### src/rtl/debug_ctrl_pkg.sv
// Shared types and defaults for the debug-module hart-control async queue.
// The control bundle is packed MSB-first in the field order listed below.
package debug_ctrl_pkg;

  localparam int unsigned SYNC_DEPTH_DEFAULT = 3;
  localparam int unsigned CTRL_W             = 25;

  typedef struct packed {
    logic       resumereq;
    logic [9:0] hartsel;
    logic       ackhavereset;
    logic       hasel;
    logic [5:0] hamask;
    logic [5:0] hrmask;
  } ctrl_bundle_t;

endpackage

### src/rtl/async_queue_sink_ctrl_if.sv
// Signal bundle between the control async-queue source/consumer side (master)
// and the sink (slave). dbg_* expose internal sink state for observation.
interface async_queue_sink_ctrl_if;

  logic       io_async_mem_0_resumereq;
  logic [9:0] io_async_mem_0_hartsel;
  logic       io_async_mem_0_ackhavereset;
  logic       io_async_mem_0_hasel;
  logic       io_async_mem_0_hamask_0, io_async_mem_0_hamask_1, io_async_mem_0_hamask_2;
  logic       io_async_mem_0_hamask_3, io_async_mem_0_hamask_4, io_async_mem_0_hamask_5;
  logic       io_async_mem_0_hrmask_0, io_async_mem_0_hrmask_1, io_async_mem_0_hrmask_2;
  logic       io_async_mem_0_hrmask_3, io_async_mem_0_hrmask_4, io_async_mem_0_hrmask_5;
  logic       io_async_widx;
  logic       io_async_safe_widx_valid;
  logic       io_async_safe_source_reset_n;
  logic       io_deq_ready;

  logic       io_deq_valid;
  logic       io_deq_bits_resumereq;
  logic [9:0] io_deq_bits_hartsel;
  logic       io_deq_bits_ackhavereset;
  logic       io_deq_bits_hasel;
  logic       io_deq_bits_hamask_0, io_deq_bits_hamask_1, io_deq_bits_hamask_2;
  logic       io_deq_bits_hamask_3, io_deq_bits_hamask_4, io_deq_bits_hamask_5;
  logic       io_deq_bits_hrmask_0, io_deq_bits_hrmask_1, io_deq_bits_hrmask_2;
  logic       io_deq_bits_hrmask_3, io_deq_bits_hrmask_4, io_deq_bits_hrmask_5;
  logic       io_async_ridx;
  logic       io_async_safe_ridx_valid;
  logic       io_async_safe_sink_reset_n;
  logic       dbg_source_ready;
  logic       dbg_ridx_bin;

  modport slave (
    input  io_async_mem_0_resumereq, io_async_mem_0_hartsel, io_async_mem_0_ackhavereset,
           io_async_mem_0_hasel,
           io_async_mem_0_hamask_0, io_async_mem_0_hamask_1, io_async_mem_0_hamask_2,
           io_async_mem_0_hamask_3, io_async_mem_0_hamask_4, io_async_mem_0_hamask_5,
           io_async_mem_0_hrmask_0, io_async_mem_0_hrmask_1, io_async_mem_0_hrmask_2,
           io_async_mem_0_hrmask_3, io_async_mem_0_hrmask_4, io_async_mem_0_hrmask_5,
           io_async_widx, io_async_safe_widx_valid, io_async_safe_source_reset_n, io_deq_ready,
    output io_deq_valid, io_deq_bits_resumereq, io_deq_bits_hartsel, io_deq_bits_ackhavereset,
           io_deq_bits_hasel,
           io_deq_bits_hamask_0, io_deq_bits_hamask_1, io_deq_bits_hamask_2,
           io_deq_bits_hamask_3, io_deq_bits_hamask_4, io_deq_bits_hamask_5,
           io_deq_bits_hrmask_0, io_deq_bits_hrmask_1, io_deq_bits_hrmask_2,
           io_deq_bits_hrmask_3, io_deq_bits_hrmask_4, io_deq_bits_hrmask_5,
           io_async_ridx, io_async_safe_ridx_valid, io_async_safe_sink_reset_n,
           dbg_source_ready, dbg_ridx_bin
  );

  modport master (
    output io_async_mem_0_resumereq, io_async_mem_0_hartsel, io_async_mem_0_ackhavereset,
           io_async_mem_0_hasel,
           io_async_mem_0_hamask_0, io_async_mem_0_hamask_1, io_async_mem_0_hamask_2,
           io_async_mem_0_hamask_3, io_async_mem_0_hamask_4, io_async_mem_0_hamask_5,
           io_async_mem_0_hrmask_0, io_async_mem_0_hrmask_1, io_async_mem_0_hrmask_2,
           io_async_mem_0_hrmask_3, io_async_mem_0_hrmask_4, io_async_mem_0_hrmask_5,
           io_async_widx, io_async_safe_widx_valid, io_async_safe_source_reset_n, io_deq_ready,
    input  io_deq_valid, io_deq_bits_resumereq, io_deq_bits_hartsel, io_deq_bits_ackhavereset,
           io_deq_bits_hasel,
           io_deq_bits_hamask_0, io_deq_bits_hamask_1, io_deq_bits_hamask_2,
           io_deq_bits_hamask_3, io_deq_bits_hamask_4, io_deq_bits_hamask_5,
           io_deq_bits_hrmask_0, io_deq_bits_hrmask_1, io_deq_bits_hrmask_2,
           io_deq_bits_hrmask_3, io_deq_bits_hrmask_4, io_deq_bits_hrmask_5,
           io_async_ridx, io_async_safe_ridx_valid, io_async_safe_sink_reset_n,
           dbg_source_ready, dbg_ridx_bin
  );

endinterface

### src/rtl/async_sync_reg.sv
// DEPTH-flop single-bit synchronizer, asynchronously cleared to 0.
module async_sync_reg #(
  parameter int unsigned DEPTH = 3
) (
  input  logic clk_i,
  input  logic rst_ni,
  input  logic d_i,
  output logic q_o
);

  logic [DEPTH-1:0] sync_q;

  always_ff @(posedge clk_i or negedge rst_ni) begin
    if (!rst_ni) sync_q <= '0;
    else         sync_q <= {sync_q[DEPTH-2:0], d_i};
  end

  assign q_o = sync_q[DEPTH-1];

endmodule

### src/rtl/async_queue_sink_ctrl.sv
// Sink side of the single-entry hart-control async queue: synchronizes the
// source's gray write index and alive flags, presents each entry once.
module async_queue_sink_ctrl
  import debug_ctrl_pkg::*;
#(
  parameter int unsigned SYNC_DEPTH = SYNC_DEPTH_DEFAULT
) (
  input logic                    clock,
  input logic                    reset_n,
  async_queue_sink_ctrl_if.slave bus
);

  logic         link_rst_n;
  logic         widx_sync;
  logic         sink_valid_0;
  logic         sink_valid_1;
  logic         source_extend;
  logic         source_ready;
  logic         deq_valid;
  logic         fire;
  logic         ridx_next;
  logic         valid;
  logic         ridx_bin_q, ridx_bin_d;
  logic         valid_q;
  logic         ridx_out_q;
  ctrl_bundle_t mem_w;
  ctrl_bundle_t bits_q;

  // Link-side flags drop as soon as either end is in reset.
  assign link_rst_n = reset_n & bus.io_async_safe_source_reset_n;

  async_sync_reg #(.DEPTH(SYNC_DEPTH)) u_widx_sync (
    .clk_i(clock), .rst_ni(reset_n), .d_i(bus.io_async_widx), .q_o(widx_sync));
  async_sync_reg #(.DEPTH(SYNC_DEPTH)) u_sink_valid_0 (
    .clk_i(clock), .rst_ni(link_rst_n), .d_i(1'b1), .q_o(sink_valid_0));
  async_sync_reg #(.DEPTH(SYNC_DEPTH)) u_sink_valid_1 (
    .clk_i(clock), .rst_ni(link_rst_n), .d_i(sink_valid_0), .q_o(sink_valid_1));
  async_sync_reg #(.DEPTH(SYNC_DEPTH)) u_source_extend (
    .clk_i(clock), .rst_ni(link_rst_n), .d_i(bus.io_async_safe_widx_valid), .q_o(source_extend));
  async_sync_reg #(.DEPTH(SYNC_DEPTH)) u_source_valid (
    .clk_i(clock), .rst_ni(reset_n), .d_i(source_extend), .q_o(source_ready));

  assign mem_w.resumereq    = bus.io_async_mem_0_resumereq;
  assign mem_w.hartsel      = bus.io_async_mem_0_hartsel;
  assign mem_w.ackhavereset = bus.io_async_mem_0_ackhavereset;
  assign mem_w.hasel        = bus.io_async_mem_0_hasel;
  assign mem_w.hamask = {bus.io_async_mem_0_hamask_5, bus.io_async_mem_0_hamask_4,
                         bus.io_async_mem_0_hamask_3, bus.io_async_mem_0_hamask_2,
                         bus.io_async_mem_0_hamask_1, bus.io_async_mem_0_hamask_0};
  assign mem_w.hrmask = {bus.io_async_mem_0_hrmask_5, bus.io_async_mem_0_hrmask_4,
                         bus.io_async_mem_0_hrmask_3, bus.io_async_mem_0_hrmask_2,
                         bus.io_async_mem_0_hrmask_1, bus.io_async_mem_0_hrmask_0};

  // Dequeue handshake: a beat transfers on a clock edge where io_deq_valid and
  // io_deq_ready are both high; valid never looks at ready combinationally and,
  // once raised, holds with stable bits until that transfer or a source reset.
  // ridx_next already counts the beat firing now, so the drained entry cannot
  // re-raise valid and a newly landed widx toggle is seen the cycle after.
  always_comb begin
    deq_valid  = valid_q & source_ready;
    fire       = deq_valid & bus.io_deq_ready;
    ridx_next  = ridx_bin_q ^ fire;
    valid      = source_ready & (ridx_next != widx_sync);
    ridx_bin_d = source_ready ? ridx_next : 1'b0;
  end

  always_ff @(posedge clock or negedge reset_n) begin
    if (!reset_n) begin
      ridx_bin_q <= 1'b0;
      valid_q    <= 1'b0;
      ridx_out_q <= 1'b0;
    end else begin
      ridx_bin_q <= ridx_bin_d;
      valid_q    <= valid;
      ridx_out_q <= ridx_next;
    end
  end

  // Payload is a plain data register: no reset, refreshed while an entry is pending.
  always_ff @(posedge clock) begin
    if (valid) bits_q <= mem_w;
  end

  assign bus.io_deq_valid             = deq_valid;
  assign bus.io_deq_bits_resumereq    = bits_q.resumereq;
  assign bus.io_deq_bits_hartsel      = bits_q.hartsel;
  assign bus.io_deq_bits_ackhavereset = bits_q.ackhavereset;
  assign bus.io_deq_bits_hasel        = bits_q.hasel;
  assign bus.io_deq_bits_hamask_0     = bits_q.hamask[0];
  assign bus.io_deq_bits_hamask_1     = bits_q.hamask[1];
  assign bus.io_deq_bits_hamask_2     = bits_q.hamask[2];
  assign bus.io_deq_bits_hamask_3     = bits_q.hamask[3];
  assign bus.io_deq_bits_hamask_4     = bits_q.hamask[4];
  assign bus.io_deq_bits_hamask_5     = bits_q.hamask[5];
  assign bus.io_deq_bits_hrmask_0     = bits_q.hrmask[0];
  assign bus.io_deq_bits_hrmask_1     = bits_q.hrmask[1];
  assign bus.io_deq_bits_hrmask_2     = bits_q.hrmask[2];
  assign bus.io_deq_bits_hrmask_3     = bits_q.hrmask[3];
  assign bus.io_deq_bits_hrmask_4     = bits_q.hrmask[4];
  assign bus.io_deq_bits_hrmask_5     = bits_q.hrmask[5];
  assign bus.io_async_ridx              = ridx_out_q;
  assign bus.io_async_safe_ridx_valid   = sink_valid_1;
  assign bus.io_async_safe_sink_reset_n = reset_n;
  assign bus.dbg_source_ready           = source_ready;
  assign bus.dbg_ridx_bin               = ridx_bin_q;

endmodule
### src/flat_wrapper.sv
// flat-port wrapper written by rule: the top's interface ports become plain ports
module async_queue_sink_ctrl_flat import debug_ctrl_pkg::*;
#(
  parameter int unsigned SYNC_DEPTH = SYNC_DEPTH_DEFAULT
)
  (clock, reset_n, bus_io_async_mem_0_resumereq, bus_io_async_mem_0_hartsel, bus_io_async_mem_0_ackhavereset, bus_io_async_mem_0_hasel, bus_io_async_mem_0_hamask_0, bus_io_async_mem_0_hamask_1, bus_io_async_mem_0_hamask_2, bus_io_async_mem_0_hamask_3, bus_io_async_mem_0_hamask_4, bus_io_async_mem_0_hamask_5, bus_io_async_mem_0_hrmask_0, bus_io_async_mem_0_hrmask_1, bus_io_async_mem_0_hrmask_2, bus_io_async_mem_0_hrmask_3, bus_io_async_mem_0_hrmask_4, bus_io_async_mem_0_hrmask_5, bus_io_async_widx, bus_io_async_safe_widx_valid, bus_io_async_safe_source_reset_n, bus_io_deq_ready, bus_io_deq_valid, bus_io_deq_bits_resumereq, bus_io_deq_bits_hartsel, bus_io_deq_bits_ackhavereset, bus_io_deq_bits_hasel, bus_io_deq_bits_hamask_0, bus_io_deq_bits_hamask_1, bus_io_deq_bits_hamask_2, bus_io_deq_bits_hamask_3, bus_io_deq_bits_hamask_4, bus_io_deq_bits_hamask_5, bus_io_deq_bits_hrmask_0, bus_io_deq_bits_hrmask_1, bus_io_deq_bits_hrmask_2, bus_io_deq_bits_hrmask_3, bus_io_deq_bits_hrmask_4, bus_io_deq_bits_hrmask_5, bus_io_async_ridx, bus_io_async_safe_ridx_valid, bus_io_async_safe_sink_reset_n, bus_dbg_source_ready, bus_dbg_ridx_bin);
  async_queue_sink_ctrl_if bus_i ();
  input logic clock;
  input logic reset_n;
  input wire logic [$bits(bus_i.io_async_mem_0_resumereq)-1:0] bus_io_async_mem_0_resumereq;
  input wire logic [$bits(bus_i.io_async_mem_0_hartsel)-1:0] bus_io_async_mem_0_hartsel;
  input wire logic [$bits(bus_i.io_async_mem_0_ackhavereset)-1:0] bus_io_async_mem_0_ackhavereset;
  input wire logic [$bits(bus_i.io_async_mem_0_hasel)-1:0] bus_io_async_mem_0_hasel;
  input wire logic [$bits(bus_i.io_async_mem_0_hamask_0)-1:0] bus_io_async_mem_0_hamask_0;
  input wire logic [$bits(bus_i.io_async_mem_0_hamask_1)-1:0] bus_io_async_mem_0_hamask_1;
  input wire logic [$bits(bus_i.io_async_mem_0_hamask_2)-1:0] bus_io_async_mem_0_hamask_2;
  input wire logic [$bits(bus_i.io_async_mem_0_hamask_3)-1:0] bus_io_async_mem_0_hamask_3;
  input wire logic [$bits(bus_i.io_async_mem_0_hamask_4)-1:0] bus_io_async_mem_0_hamask_4;
  input wire logic [$bits(bus_i.io_async_mem_0_hamask_5)-1:0] bus_io_async_mem_0_hamask_5;
  input wire logic [$bits(bus_i.io_async_mem_0_hrmask_0)-1:0] bus_io_async_mem_0_hrmask_0;
  input wire logic [$bits(bus_i.io_async_mem_0_hrmask_1)-1:0] bus_io_async_mem_0_hrmask_1;
  input wire logic [$bits(bus_i.io_async_mem_0_hrmask_2)-1:0] bus_io_async_mem_0_hrmask_2;
  input wire logic [$bits(bus_i.io_async_mem_0_hrmask_3)-1:0] bus_io_async_mem_0_hrmask_3;
  input wire logic [$bits(bus_i.io_async_mem_0_hrmask_4)-1:0] bus_io_async_mem_0_hrmask_4;
  input wire logic [$bits(bus_i.io_async_mem_0_hrmask_5)-1:0] bus_io_async_mem_0_hrmask_5;
  input wire logic [$bits(bus_i.io_async_widx)-1:0] bus_io_async_widx;
  input wire logic [$bits(bus_i.io_async_safe_widx_valid)-1:0] bus_io_async_safe_widx_valid;
  input wire logic [$bits(bus_i.io_async_safe_source_reset_n)-1:0] bus_io_async_safe_source_reset_n;
  input wire logic [$bits(bus_i.io_deq_ready)-1:0] bus_io_deq_ready;
  output wire logic [$bits(bus_i.io_deq_valid)-1:0] bus_io_deq_valid;
  output wire logic [$bits(bus_i.io_deq_bits_resumereq)-1:0] bus_io_deq_bits_resumereq;
  output wire logic [$bits(bus_i.io_deq_bits_hartsel)-1:0] bus_io_deq_bits_hartsel;
  output wire logic [$bits(bus_i.io_deq_bits_ackhavereset)-1:0] bus_io_deq_bits_ackhavereset;
  output wire logic [$bits(bus_i.io_deq_bits_hasel)-1:0] bus_io_deq_bits_hasel;
  output wire logic [$bits(bus_i.io_deq_bits_hamask_0)-1:0] bus_io_deq_bits_hamask_0;
  output wire logic [$bits(bus_i.io_deq_bits_hamask_1)-1:0] bus_io_deq_bits_hamask_1;
  output wire logic [$bits(bus_i.io_deq_bits_hamask_2)-1:0] bus_io_deq_bits_hamask_2;
  output wire logic [$bits(bus_i.io_deq_bits_hamask_3)-1:0] bus_io_deq_bits_hamask_3;
  output wire logic [$bits(bus_i.io_deq_bits_hamask_4)-1:0] bus_io_deq_bits_hamask_4;
  output wire logic [$bits(bus_i.io_deq_bits_hamask_5)-1:0] bus_io_deq_bits_hamask_5;
  output wire logic [$bits(bus_i.io_deq_bits_hrmask_0)-1:0] bus_io_deq_bits_hrmask_0;
  output wire logic [$bits(bus_i.io_deq_bits_hrmask_1)-1:0] bus_io_deq_bits_hrmask_1;
  output wire logic [$bits(bus_i.io_deq_bits_hrmask_2)-1:0] bus_io_deq_bits_hrmask_2;
  output wire logic [$bits(bus_i.io_deq_bits_hrmask_3)-1:0] bus_io_deq_bits_hrmask_3;
  output wire logic [$bits(bus_i.io_deq_bits_hrmask_4)-1:0] bus_io_deq_bits_hrmask_4;
  output wire logic [$bits(bus_i.io_deq_bits_hrmask_5)-1:0] bus_io_deq_bits_hrmask_5;
  output wire logic [$bits(bus_i.io_async_ridx)-1:0] bus_io_async_ridx;
  output wire logic [$bits(bus_i.io_async_safe_ridx_valid)-1:0] bus_io_async_safe_ridx_valid;
  output wire logic [$bits(bus_i.io_async_safe_sink_reset_n)-1:0] bus_io_async_safe_sink_reset_n;
  output wire logic [$bits(bus_i.dbg_source_ready)-1:0] bus_dbg_source_ready;
  output wire logic [$bits(bus_i.dbg_ridx_bin)-1:0] bus_dbg_ridx_bin;
  assign bus_i.io_async_mem_0_resumereq = bus_io_async_mem_0_resumereq;
  assign bus_i.io_async_mem_0_hartsel = bus_io_async_mem_0_hartsel;
  assign bus_i.io_async_mem_0_ackhavereset = bus_io_async_mem_0_ackhavereset;
  assign bus_i.io_async_mem_0_hasel = bus_io_async_mem_0_hasel;
  assign bus_i.io_async_mem_0_hamask_0 = bus_io_async_mem_0_hamask_0;
  assign bus_i.io_async_mem_0_hamask_1 = bus_io_async_mem_0_hamask_1;
  assign bus_i.io_async_mem_0_hamask_2 = bus_io_async_mem_0_hamask_2;
  assign bus_i.io_async_mem_0_hamask_3 = bus_io_async_mem_0_hamask_3;
  assign bus_i.io_async_mem_0_hamask_4 = bus_io_async_mem_0_hamask_4;
  assign bus_i.io_async_mem_0_hamask_5 = bus_io_async_mem_0_hamask_5;
  assign bus_i.io_async_mem_0_hrmask_0 = bus_io_async_mem_0_hrmask_0;
  assign bus_i.io_async_mem_0_hrmask_1 = bus_io_async_mem_0_hrmask_1;
  assign bus_i.io_async_mem_0_hrmask_2 = bus_io_async_mem_0_hrmask_2;
  assign bus_i.io_async_mem_0_hrmask_3 = bus_io_async_mem_0_hrmask_3;
  assign bus_i.io_async_mem_0_hrmask_4 = bus_io_async_mem_0_hrmask_4;
  assign bus_i.io_async_mem_0_hrmask_5 = bus_io_async_mem_0_hrmask_5;
  assign bus_i.io_async_widx = bus_io_async_widx;
  assign bus_i.io_async_safe_widx_valid = bus_io_async_safe_widx_valid;
  assign bus_i.io_async_safe_source_reset_n = bus_io_async_safe_source_reset_n;
  assign bus_i.io_deq_ready = bus_io_deq_ready;
  assign bus_io_deq_valid = bus_i.io_deq_valid;
  assign bus_io_deq_bits_resumereq = bus_i.io_deq_bits_resumereq;
  assign bus_io_deq_bits_hartsel = bus_i.io_deq_bits_hartsel;
  assign bus_io_deq_bits_ackhavereset = bus_i.io_deq_bits_ackhavereset;
  assign bus_io_deq_bits_hasel = bus_i.io_deq_bits_hasel;
  assign bus_io_deq_bits_hamask_0 = bus_i.io_deq_bits_hamask_0;
  assign bus_io_deq_bits_hamask_1 = bus_i.io_deq_bits_hamask_1;
  assign bus_io_deq_bits_hamask_2 = bus_i.io_deq_bits_hamask_2;
  assign bus_io_deq_bits_hamask_3 = bus_i.io_deq_bits_hamask_3;
  assign bus_io_deq_bits_hamask_4 = bus_i.io_deq_bits_hamask_4;
  assign bus_io_deq_bits_hamask_5 = bus_i.io_deq_bits_hamask_5;
  assign bus_io_deq_bits_hrmask_0 = bus_i.io_deq_bits_hrmask_0;
  assign bus_io_deq_bits_hrmask_1 = bus_i.io_deq_bits_hrmask_1;
  assign bus_io_deq_bits_hrmask_2 = bus_i.io_deq_bits_hrmask_2;
  assign bus_io_deq_bits_hrmask_3 = bus_i.io_deq_bits_hrmask_3;
  assign bus_io_deq_bits_hrmask_4 = bus_i.io_deq_bits_hrmask_4;
  assign bus_io_deq_bits_hrmask_5 = bus_i.io_deq_bits_hrmask_5;
  assign bus_io_async_ridx = bus_i.io_async_ridx;
  assign bus_io_async_safe_ridx_valid = bus_i.io_async_safe_ridx_valid;
  assign bus_io_async_safe_sink_reset_n = bus_i.io_async_safe_sink_reset_n;
  assign bus_dbg_source_ready = bus_i.dbg_source_ready;
  assign bus_dbg_ridx_bin = bus_i.dbg_ridx_bin;
  async_queue_sink_ctrl #(.SYNC_DEPTH(SYNC_DEPTH)) u_core (.clock(clock), .reset_n(reset_n), .bus(bus_i));
endmodule
### config.mk
export PLATFORM = sky130hd
export DESIGN_NAME = async_queue_sink_ctrl_flat
export DESIGN_NICKNAME = d
export VERILOG_FILES = /design/src/rtl/debug_ctrl_pkg.sv /design/src/rtl/async_queue_sink_ctrl_if.sv /design/src/rtl/async_sync_reg.sv /design/src/rtl/async_queue_sink_ctrl.sv /design/src/flat_wrapper.sv
export SDC_FILE = /design/constraint.sdc
export NUM_CORES = 1
export LEC_CHECK = 0
export ABC_AREA = 1
export BUFFER_PORTS_ARGS = -buffer_cell sky130_fd_sc_hd__buf_2
export CORE_ASPECT_RATIO = 0.6
export CORE_MARGIN = 5
export CORE_UTILIZATION = 40
export DETAILED_ROUTE_END_ITERATION = 6
export PLACE_DENSITY = 0.73
export SYNTH_ARGS = -nofsm -noshare
export SYNTH_HDL_FRONTEND = slang
export SYNTH_SLANG_ARGS = --single-unit
### constraint.sdc
create_clock -name clock -period 2.21 [get_ports clock]
set_input_delay 0.442 -clock clock [delete_from_list [all_inputs] [get_ports clock]]
set_output_delay 0.442 -clock clock [all_outputs]
set_load 0.005 [all_outputs]
==> results of run 1 <==
-- registers in the layout, indices dropped and copies added (netlist names), 3 cells and up --
register	flops
u_core.bus.io_deq_bits_hartsel	10
u_core.u_sink_valid_0.sync_q	3
u_core.u_widx_sync.sync_q	3
u_core.u_source_valid.sync_q	3
u_core.u_source_extend.sync_q	3
u_core.u_sink_valid_1.sync_q	3
-- layout make-up --
| type | count | area [um2] |
|---|---|---|
| clock inverter | 2 | 12.5 |
| sequential | 43 | 1200 |
| clock buffer | 6 | 72.6 |
| tap | 45 | 56.3 |
| inverter | 3 | 12.5 |
| fill | 255 | 1430 |
| multi-input combinational | 14 | 75.1 |
| timing repair buffer | 63 | 323 |
-- worst max-delay path by stage --
stage                                 from                                   to  slack, ns  cells past startpoint
after CTS                          reset_n       bus_io_async_safe_sink_reset_n       0.38                      3
after detailed placement  bus_io_deq_ready    u_core.bus.io_deq_bits_hartsel[4]       0.55                      7
final                              reset_n       bus_io_async_safe_sink_reset_n       0.40                      3
after global routing               reset_n       bus_io_async_safe_sink_reset_n       0.31                      3
after floorplan           bus_io_deq_ready  u_core.bus.io_deq_bits_ackhavereset      0.005                      5
after global placement    bus_io_deq_ready  u_core.bus.io_deq_bits_ackhavereset       0.65                      7
-- power by group --
group / total [W] / leakage, nW / internal, W / switching (W)
Combinational: 0.0000906 / 0.302 / 0.0000436 / 0.0000471
Sequential: 0.000912 / 0.455 / 0.000899 / 0.0000125
Clock: 0.000460 / 0.0412 / 0.000220 / 0.000240
-- metrics by stage --
stage / cell area (um2) / instances / util [%] / total power [W]
global placement: 1660 / 167 / 52.1 / 0.00102
CTS: 1750 / 176 / 55.1 / 0.00148
floorplan: 1290 / 61 / - / 0.000954
global route: 1750 / 176 / 55.1 / 0.00154
detailed placement: 1660 / 167 / 52.1 / 0.00102
finish: 1750 / 176 / 55.1 / 0.00146
-- kinds of logic (layout without fill, tap and decap cells) --
| family | count (synthesis) | in the layout | share of synthesized area [%] |
|---|---|---|---|
| flops | 43 | 43 | 92.8 |
| simple gates | 12 | 12 | 4.74 |
| buf+inv | 4 | 74 | 1.55 |
| other cells | 1 | 1 | 0.290 |
| compound gates | 1 | 1 | 0.580 |
-- cell usage in the layout, fill, tap and decap left out --
cell type / netlist / layout
clkbuf_8: 0 / 5
conb_1: 1 / 1
nand2_1: 4 / 4
clkbuf_1: 0 / 1
nor2_2: 0 / 1
nand3_1: 2 / 2
inv_1: 2 / 2
nand2_2: 2 / 2
nor2_1: 2 / 1
clkinv_2: 1 / 2
a21boi_0: 1 / 1
edfxtp_1: 25 / 25
nand3_2: 1 / 1
nand4_1: 1 / 1
buf_2: 0 / 61
dlygate4sd3_1: 0 / 1
dfrtp_1: 18 / 18
clkinvlp_4: 0 / 1
buf_4: 1 / 1
-- worst min-delay path, delay by kind of cell --
kind | cells | cell delay (ns)
and+or+nand+nor | 1 | 0.04
buffers and inverters | 2 | 0.32
-- metal layers --
metal	track usage, %	wire length [um]	vias to the layer above
li1	-	-	348
met1	11.3	891	355
met2	14.9	1190	28
met3	5.66	151	2
met4	4.01	13	0
met5	0	0	-
-- what timing repair did --
action / 4_1_cts / 5_1_grt
hold endpoints to repair: 1 / 0
hold buffers: 1 / 0
buffers inserted: 0 / 0
==> flow_metrics.tcl, run 1 <==
set metrics [dict create \
    path_buf_inv 3 \
    core_area_um2 3180 \
    synth_commonest_cells "edfxtp_1, dfrtp_1, nand2_1" \
    clk_pin_slew_worst_paths_ns 0.07 \
    cts-root-buf "clkbuf_8" \
    crit_type "input pin to output pin" \
    gp_congestion 0.724 \
    routedWlPerCell_um 12.8 \
    ys_types 13 \
    rows 16 \
    arrival_ns 1.36 \
    max-clock-path-buffers 2 \
    drive_above_1_share_pct 56.5 \
    critPathCaptureType "output pin" \
    h-tree-depth 2 \
    path_cells "dlygate4sd3_1 > buf_2 > buf_2" \
    holdWs_ns 0.113 \
    ctsResizeCount 0 \
    place_ws_ns 0.553 \
    grt_max_degree 27 \
    num_antenna_cells 0 \
    yosysSeqAreaShare_pct 92.8 \
    slew_violations 0 \
    ant_nets 0 \
    yosys_warnings 0 \
    clock.fmax_mhz 554 \
    die_w_um 83.4 \
    cts_tree "yes" \
    drt_iter0_drc 66 \
    gr-total-overflow 0 \
    cp.required_ns 1.77 \
    ioPinCount 62 \
    post-synth-top-count-cell "edfxtp_1" \
    r2r_end "u_core.bus.io_deq_bits_hrmask_0" \
    dr_total_vias 733 \
    cp_max_fo 11 \
    critPathLaunchType "input pin" \
    cpMostUsedCell "buf_2" \
    initial_utilization_pct 40.6 \
    setup_viol 0 \
    antenna_found_initial 0 \
    synth-edff-count 25 \
    netlist_area_um2 1290 \
    power_density_nw_per_um2 834 \
    synth.area.top_cells "edfxtp_1, dfrtp_1, nand2_1, nand2_2, nand3_1" \
    grt_pass1_vias 705 \
    nNetsFinal 161 \
    synth-seq-cells 43 \
    grt_usage_pct 9.67 \
    yosysTopAreaCellShare_pct 58.0 \
    drv_cap 0 \
    drc_errors 0 \
    syn_inst 61 \
    synthArstFlopShare_pct 41.9 \
    critPathMaxStageDelay_ns 0.52 \
    cts_num_sinks 43 \
    vdd_drop_max_uv 512 \
    r2r_slack_ns 0.69 \
    yosysTopAreaCell "edfxtp_1" \
    r2r-start "u_core.u_source_valid.sync_q[2]" \
    die-height_um 54.1 \
    hold_path.class "input pin to asynchronous set/reset pin" \
    setup_ws_ns 0.404 \
    avgSynthCellArea_um2 21.2 \
    finalCritPeriodShare_pct 81.7 \
    grt_pass1_wl_um 3170 \
    vias_per_cell 4.16 \
    totalNegativeSetupSlack_ns 0 \
    hold_viol_final 0 \
    min_period_ns 1.81 \
    dp_hpwl_um 1730 \
    port_buffers 61 \
    slowest_stage "dlygate4sd3_1" \
    finClkSkew_ns 0.00784 \
    synthesis.nets 92 \
    drtPass1Iterations 6 \
    numCtsBuffers 5 \
    area_delta_synth_final_pct 35.5 \
    rsz0062_at_grt "false" \
    p_leak_nw 0.799 \
    die_area_um2 4510 \
    rr_worst_depth 6 \
    ys.flop_type "edfxtp_1" \
    critPathTopFamily "buffers and inverters" \
    wirelength_um 2240 \
    clk_latency_ns 0.28 \
    status "complete, no violations" \
]
Note: power is estimated with default switching activity, not from simulation.
==> run 2: changes to the inputs <==
==> constraint.sdc (replaced) <==
create_clock -name clock -period 1.6 [get_ports clock]
set_input_delay 0.32 -clock clock [delete_from_list [all_inputs] [get_ports clock]]
set_output_delay 0.32 -clock clock [all_outputs]
set_load 0.005 [all_outputs]
==> flow_metrics.tcl, run 2 (synthesis gave the netlist of run 1 again) <==
set metrics [dict create \
    dp_hpwl_um 1960 \
    grt_pass1_wl_um 3820 \
    status "complete, no violations" \
    h-tree-depth 2 \
    vdd_drop_max_uv 826 \
    cts-root-buf "clkbuf_8" \
    mostFrequentLayoutCell "buf_2" \
    dp_cells 168 \
    antenna_found_initial 0 \
    die_area_um2 4510 \
    num_antenna_cells 0 \
    clk_pin_slew_worst_paths_ns 0.07 \
    rsz0062_at_grt "false" \
    stdcell_area_um2 1780 \
    cp_max_fo 26 \
    cp.required_ns 1.64 \
    ant_nets 0 \
    totalNegativeSetupSlack_ns 0 \
    critPathLaunchType "flop" \
    clk_latency_ns 0.29 \
    ioPinCount 62 \
    rr_worst_depth 6 \
    grt_usage_pct 12.1 \
    wirelength_um 2530 \
    final_cell_mix "buf_2, edfxtp_1, dfrtp_1, clkbuf_8, nand2_1" \
    r2r_slack_ns 0.16 \
    critPathCaptureType "flop" \
    gr-total-overflow 0 \
    largest_register_ffs 10 \
    routedWlPerCell_um 14.2 \
    final_cells 178 \
    drc_errors 0 \
    hold_path.class "input pin to flop" \
    placed_cell_area_um2 1680 \
    initial_utilization_pct 40.6 \
    area_delta_synth_final_pct 37.9 \
    post_cts_buffers 0 \
    numCtsBuffers 5 \
    setup_ws_ns 0.160 \
    die-height_um 54.1 \
    vias_per_cell 4.24 \
    finalCritPeriodShare_pct 90.0 \
    crit_type "flop to flop" \
    arrival_ns 1.48 \
    core_area_um2 3180 \
    gp_congestion 0.649 \
    drtPass1Iterations 4 \
    setup_viol 0 \
    cts_num_sinks 43 \
    place_ws_ns 0.161 \
    max-clock-path-buffers 2 \
    min_path_cells 1 \
    finish.utilization_pct 56.1 \
    hold_viol_final 0 \
    dr_total_vias 754 \
    power_density_nw_per_um2 1140 \
    min_period_ns 1.44 \
    die_w_um 83.4 \
    drv_cap 0 \
    slew_violations 0 \
    grt_pass1_vias 838 \
    port_buffers 61 \
    rows 16 \
    drive_above_1_share_pct 55.6 \
    grt_max_degree 27 \
    p_leak_nw 0.813 \
    clock.fmax_mhz 695 \
    nNetsFinal 163 \
    finClkSkew_ns 0.00699 \
    drt_iter0_drc 57 \
    cts_tree "yes" \
]
run 2: changes by cell type in the layout (fill, tap and decap cells not counted):
cell           change
nor2_4             +1
nor2_2             -1
clkbuf_1           +1
clkinvlp_4         -1
buf_12             +1
dlygate4sd3_1      +1
run 2: final timing paths:
path,from,end
max in group asynchronous,reset_n,u_core.u_source_extend.sync_q[2]
hold reg to reg,u_core.u_source_extend.sync_q[2],u_core.u_source_valid.sync_q[0]
hold / removal,bus_io_async_widx,u_core.u_widx_sync.sync_q[0]
setup / recovery,u_core.u_source_valid.sync_q[2],u_core.bus.io_deq_bits_hrmask_5
min in group asynchronous,reset_n,u_core.u_widx_sync.sync_q[1]
setup reg to reg,u_core.u_source_valid.sync_q[2],u_core.bus.io_deq_bits_hrmask_5
run 2: area by class of cell:
cell class                 count  area, um2
sequential                    43       1200
inverter                       3       12.5
clock inverter                 1       5.00
multi-input combinational     14       80.1
tap                           45       56.3
fill                         254       1400
clock buffer                   7       76.3
timing repair buffer          65        353
run 2: through the flow:
stage | total power, W | hold WS (ns)
after floorplan | 0.00132 | 0.0244
after global placement | 0.00141 | 0.273
after detailed placement | 0.00142 | 0.271
after CTS | 0.00206 | 0.129
after global routing | 0.00213 | 0.128
final | 0.00203 | 0.140
run 2: power breakdown:
group | total, W | internal (W) | switching [W]
Clock | 0.000633 | 0.000306 | 0.000327
Combinational | 0.000139 | 0.0000690 | 0.0000700
Sequential | 0.00126 | 0.00124 | 0.0000186
Total | 0.00203 | 0.00162 | 0.000416
run 2: critical path, stage by stage, from the launching register on:
cell     delay (ns)
dfrtp_1        0.45
nand3_1        0.13
nand2_1        0.12
nand2_2        0.07
nor2_1         0.19
nor2_4         0.07
buf_12         0.17
run 2: per-layer routing:
layer / wire [um] / part of all wire [%] / GRT usage [%] / vias to the layer above
met2: 1380 / 55 / 20.7 / 35
met5: 0 / 0 / 0 / -
met1: 899 / 36 / 12.5 / 361
met3: 202 / 8.0 / 5.50 / 5
li1: - / - / - / 353
met4: 46 / 1.8 / 8.02 / 0
run 2: repair_timing:
item,CTS,global route
hold buffers,2,0
endpoints found under the hold margin,18,0
gates resized for setup,0,0
==> run 3: changes to the inputs <==
--- a/config.mk
+++ b/config.mk
@@ -7,11 +7,14 @@
 export LEC_CHECK = 0
 export ABC_AREA = 1
 export BUFFER_PORTS_ARGS = -buffer_cell sky130_fd_sc_hd__buf_2
+export CAP_MARGIN = 20
 export CORE_ASPECT_RATIO = 0.6
 export CORE_MARGIN = 5
 export CORE_UTILIZATION = 40
 export DETAILED_ROUTE_END_ITERATION = 6
+export GPL_TIMING_DRIVEN = 0
 export PLACE_DENSITY = 0.73
+export SLEW_MARGIN = 20
 export SYNTH_ARGS = -nofsm -noshare
 export SYNTH_HDL_FRONTEND = slang
 export SYNTH_SLANG_ARGS = --single-unit
==> flow_metrics.tcl, run 3 (synthesis gave the netlist of run 1 again) <==
set metrics [dict create \
    ant_nets 0 \
    dp_cells 167 \
    hold_viol_final 0 \
    totalNegativeSetupSlack_ns 0 \
    drtPass1Iterations 4 \
    p_leak_nw 0.837 \
    internal-power_w 0.00187 \
    ioPinCount 62 \
    critPathMaxStageDelay_ns 0.44 \
    gp_congestion 0.664 \
    critPathCaptureType "flop" \
    critPathLaunchType "flop" \
    rsz0062_at_grt "false" \
    path_cells "nand3_1 > nand2_1 > nand3_1 > nand2_1 > nor2_4" \
    routedWlPerCell_um 13.3 \
    initial_utilization_pct 40.6 \
    cp_max_fo 13 \
    vdd_drop_max_uv 697 \
    nNetsFinal 164 \
    min_period_ns 1.50 \
    numCtsBuffers 5 \
    setup_viol 0 \
    grt.met2_usage_pct 15.7 \
    power_frac_comb_pct 6.2 \
    power_density_nw_per_um2 1250 \
    crit_type "flop to flop" \
    arrival_ns 1.45 \
    slew_violations 0 \
    cts-root-buf "clkbuf_8" \
    finClkSkew_ns 0.00426 \
    critPathTopFamily "simple AND/OR/NAND/NOR gates" \
    pwr-share-seq_pct 54.7 \
    power.clock.fraction_pct 39.1 \
    grt.busiest_layer "met2" \
    gr-total-overflow 0 \
    status "complete, no violations" \
    gr-usage-met3_pct 7.19 \
    mostFrequentLayoutCell "buf_2" \
    antenna_found_initial 0 \
    rows 16 \
    switching_share_pct 18.7 \
    hold_path.class "input pin to asynchronous set/reset pin" \
    grt_pass1_wl_um 3540 \
    grt_max_degree 14 \
    final_cell_mix "buf_2, edfxtp_1, dfrtp_1, clkbuf_8, nand2_1" \
    area_delta_synth_final_pct 42.6 \
    num_antenna_cells 0 \
    slowest_stage "dfrtp_1" \
    port_buffers 61 \
    p_sw_w 0.000430 \
    clock.fmax_mhz 668 \
    cts_num_sinks 43 \
    clk_latency_ns 0.29 \
    drive_above_1_share_pct 57.5 \
    drc_errors 0 \
    largest_register_ffs 10 \
    vias_per_cell 4.15 \
    grt_usage_pct 10.9 \
    drt_iter0_drc 49 \
    grt_use_met1_pct 12.7 \
    clk_pin_slew_worst_paths_ns 0.07 \
    finalCritPeriodShare_pct 93.6 \
    die_w_um 83.4 \
    max-clock-path-buffers 2 \
    cp.required_ns 1.56 \
    h-tree-depth 2 \
    path_buf_inv 0 \
    final_cells 179 \
    r2r_slack_ns 0.10 \
    dr_total_vias 743 \
    cts_tree "yes" \
    die-height_um 54.1 \
    core_area_um2 3180 \
    die_area_um2 4510 \
    wirelength_um 2380 \
    grt_pass1_vias 763 \
    drv_cap 0 \
]
-- run 3: area by class of cell --
type / count / area [um2]
plain buffers: 1 / 7.51
clock buffers: 7 / 97.6
clock inverters: 1 / 30.0
fillers: 257 / 1340
inverters: 3 / 12.5
multi-input cells: 15 / 93.8
flip-flops and latches: 43 / 1200
well taps: 45 / 56.3
repair buffers: 64 / 345
-- run 3: worst paths after layout --
check                                                  end  cells after the start                            start
setup / recovery           u_core.bus.io_deq_bits_hamask_5                      5  u_core.u_source_valid.sync_q[2]
hold / removal             u_core.u_sink_valid_1.sync_q[2]                      3                          reset_n
setup reg to reg           u_core.bus.io_deq_bits_hamask_5                      5  u_core.u_source_valid.sync_q[2]
hold reg to reg            u_core.u_source_valid.sync_q[2]                      0  u_core.u_source_valid.sync_q[1]
max in group asynchronous                   u_core.valid_q                      2                          reset_n
min in group clock            u_core.u_widx_sync.sync_q[0]                      1                bus_io_async_widx
-- run 3: power groups by stage --
stage	clock network, W	logic (W)	registers (W)
5_1_grt	0.000985	0.000159	0.00127
4_1_cts	0.000927	0.000138	0.00126
3_3_place_gp	0	0.000123	0.00128
3_5_place_dp	0	0.000128	0.00128
2_1_floorplan	0	0.0000323	0.00129
6_report	0.000901	0.000142	0.00126
-- run 3: tightest hold or removal path, cell delays in order --
cell and delay (ns):
buf_2 0.11, nand2_1 0.05, inv_1 0.25
-- run 3: metal layers --
layer  vias up  wire length (um)  share of wire, %
li1        356                 -                 -
met1       353               929                39
met2        32              1210                51
met3         2               227               9.5
met4         0                 6              0.25
met5         -                 0                 0
-- run 3: metrics by stage --
stage               setup slack [ns]  hold slack [ns]  area, um2  util, %  power, W
floorplan                     0.0795           0.0244       1300        -   0.00132
global placement             -0.0417            0.191       1660     52.2   0.00140
detailed placement            -0.132            0.200       1660     52.2   0.00141
CTS                           0.0187           0.0507       1820     57.2   0.00233
global route                 0.00369           0.0854       1840     57.9   0.00241
finish                         0.103           0.0461       1840     57.9   0.00230
-- run 3: what timing repair did --
action                     CTS  global route
buffers inserted             0             1
hold endpoints to repair    18             0
gates cloned                 1             0
setup endpoints to repair   25            13
resized for setup            1             1
hold buffers                 2             0
pin swaps                    1             1
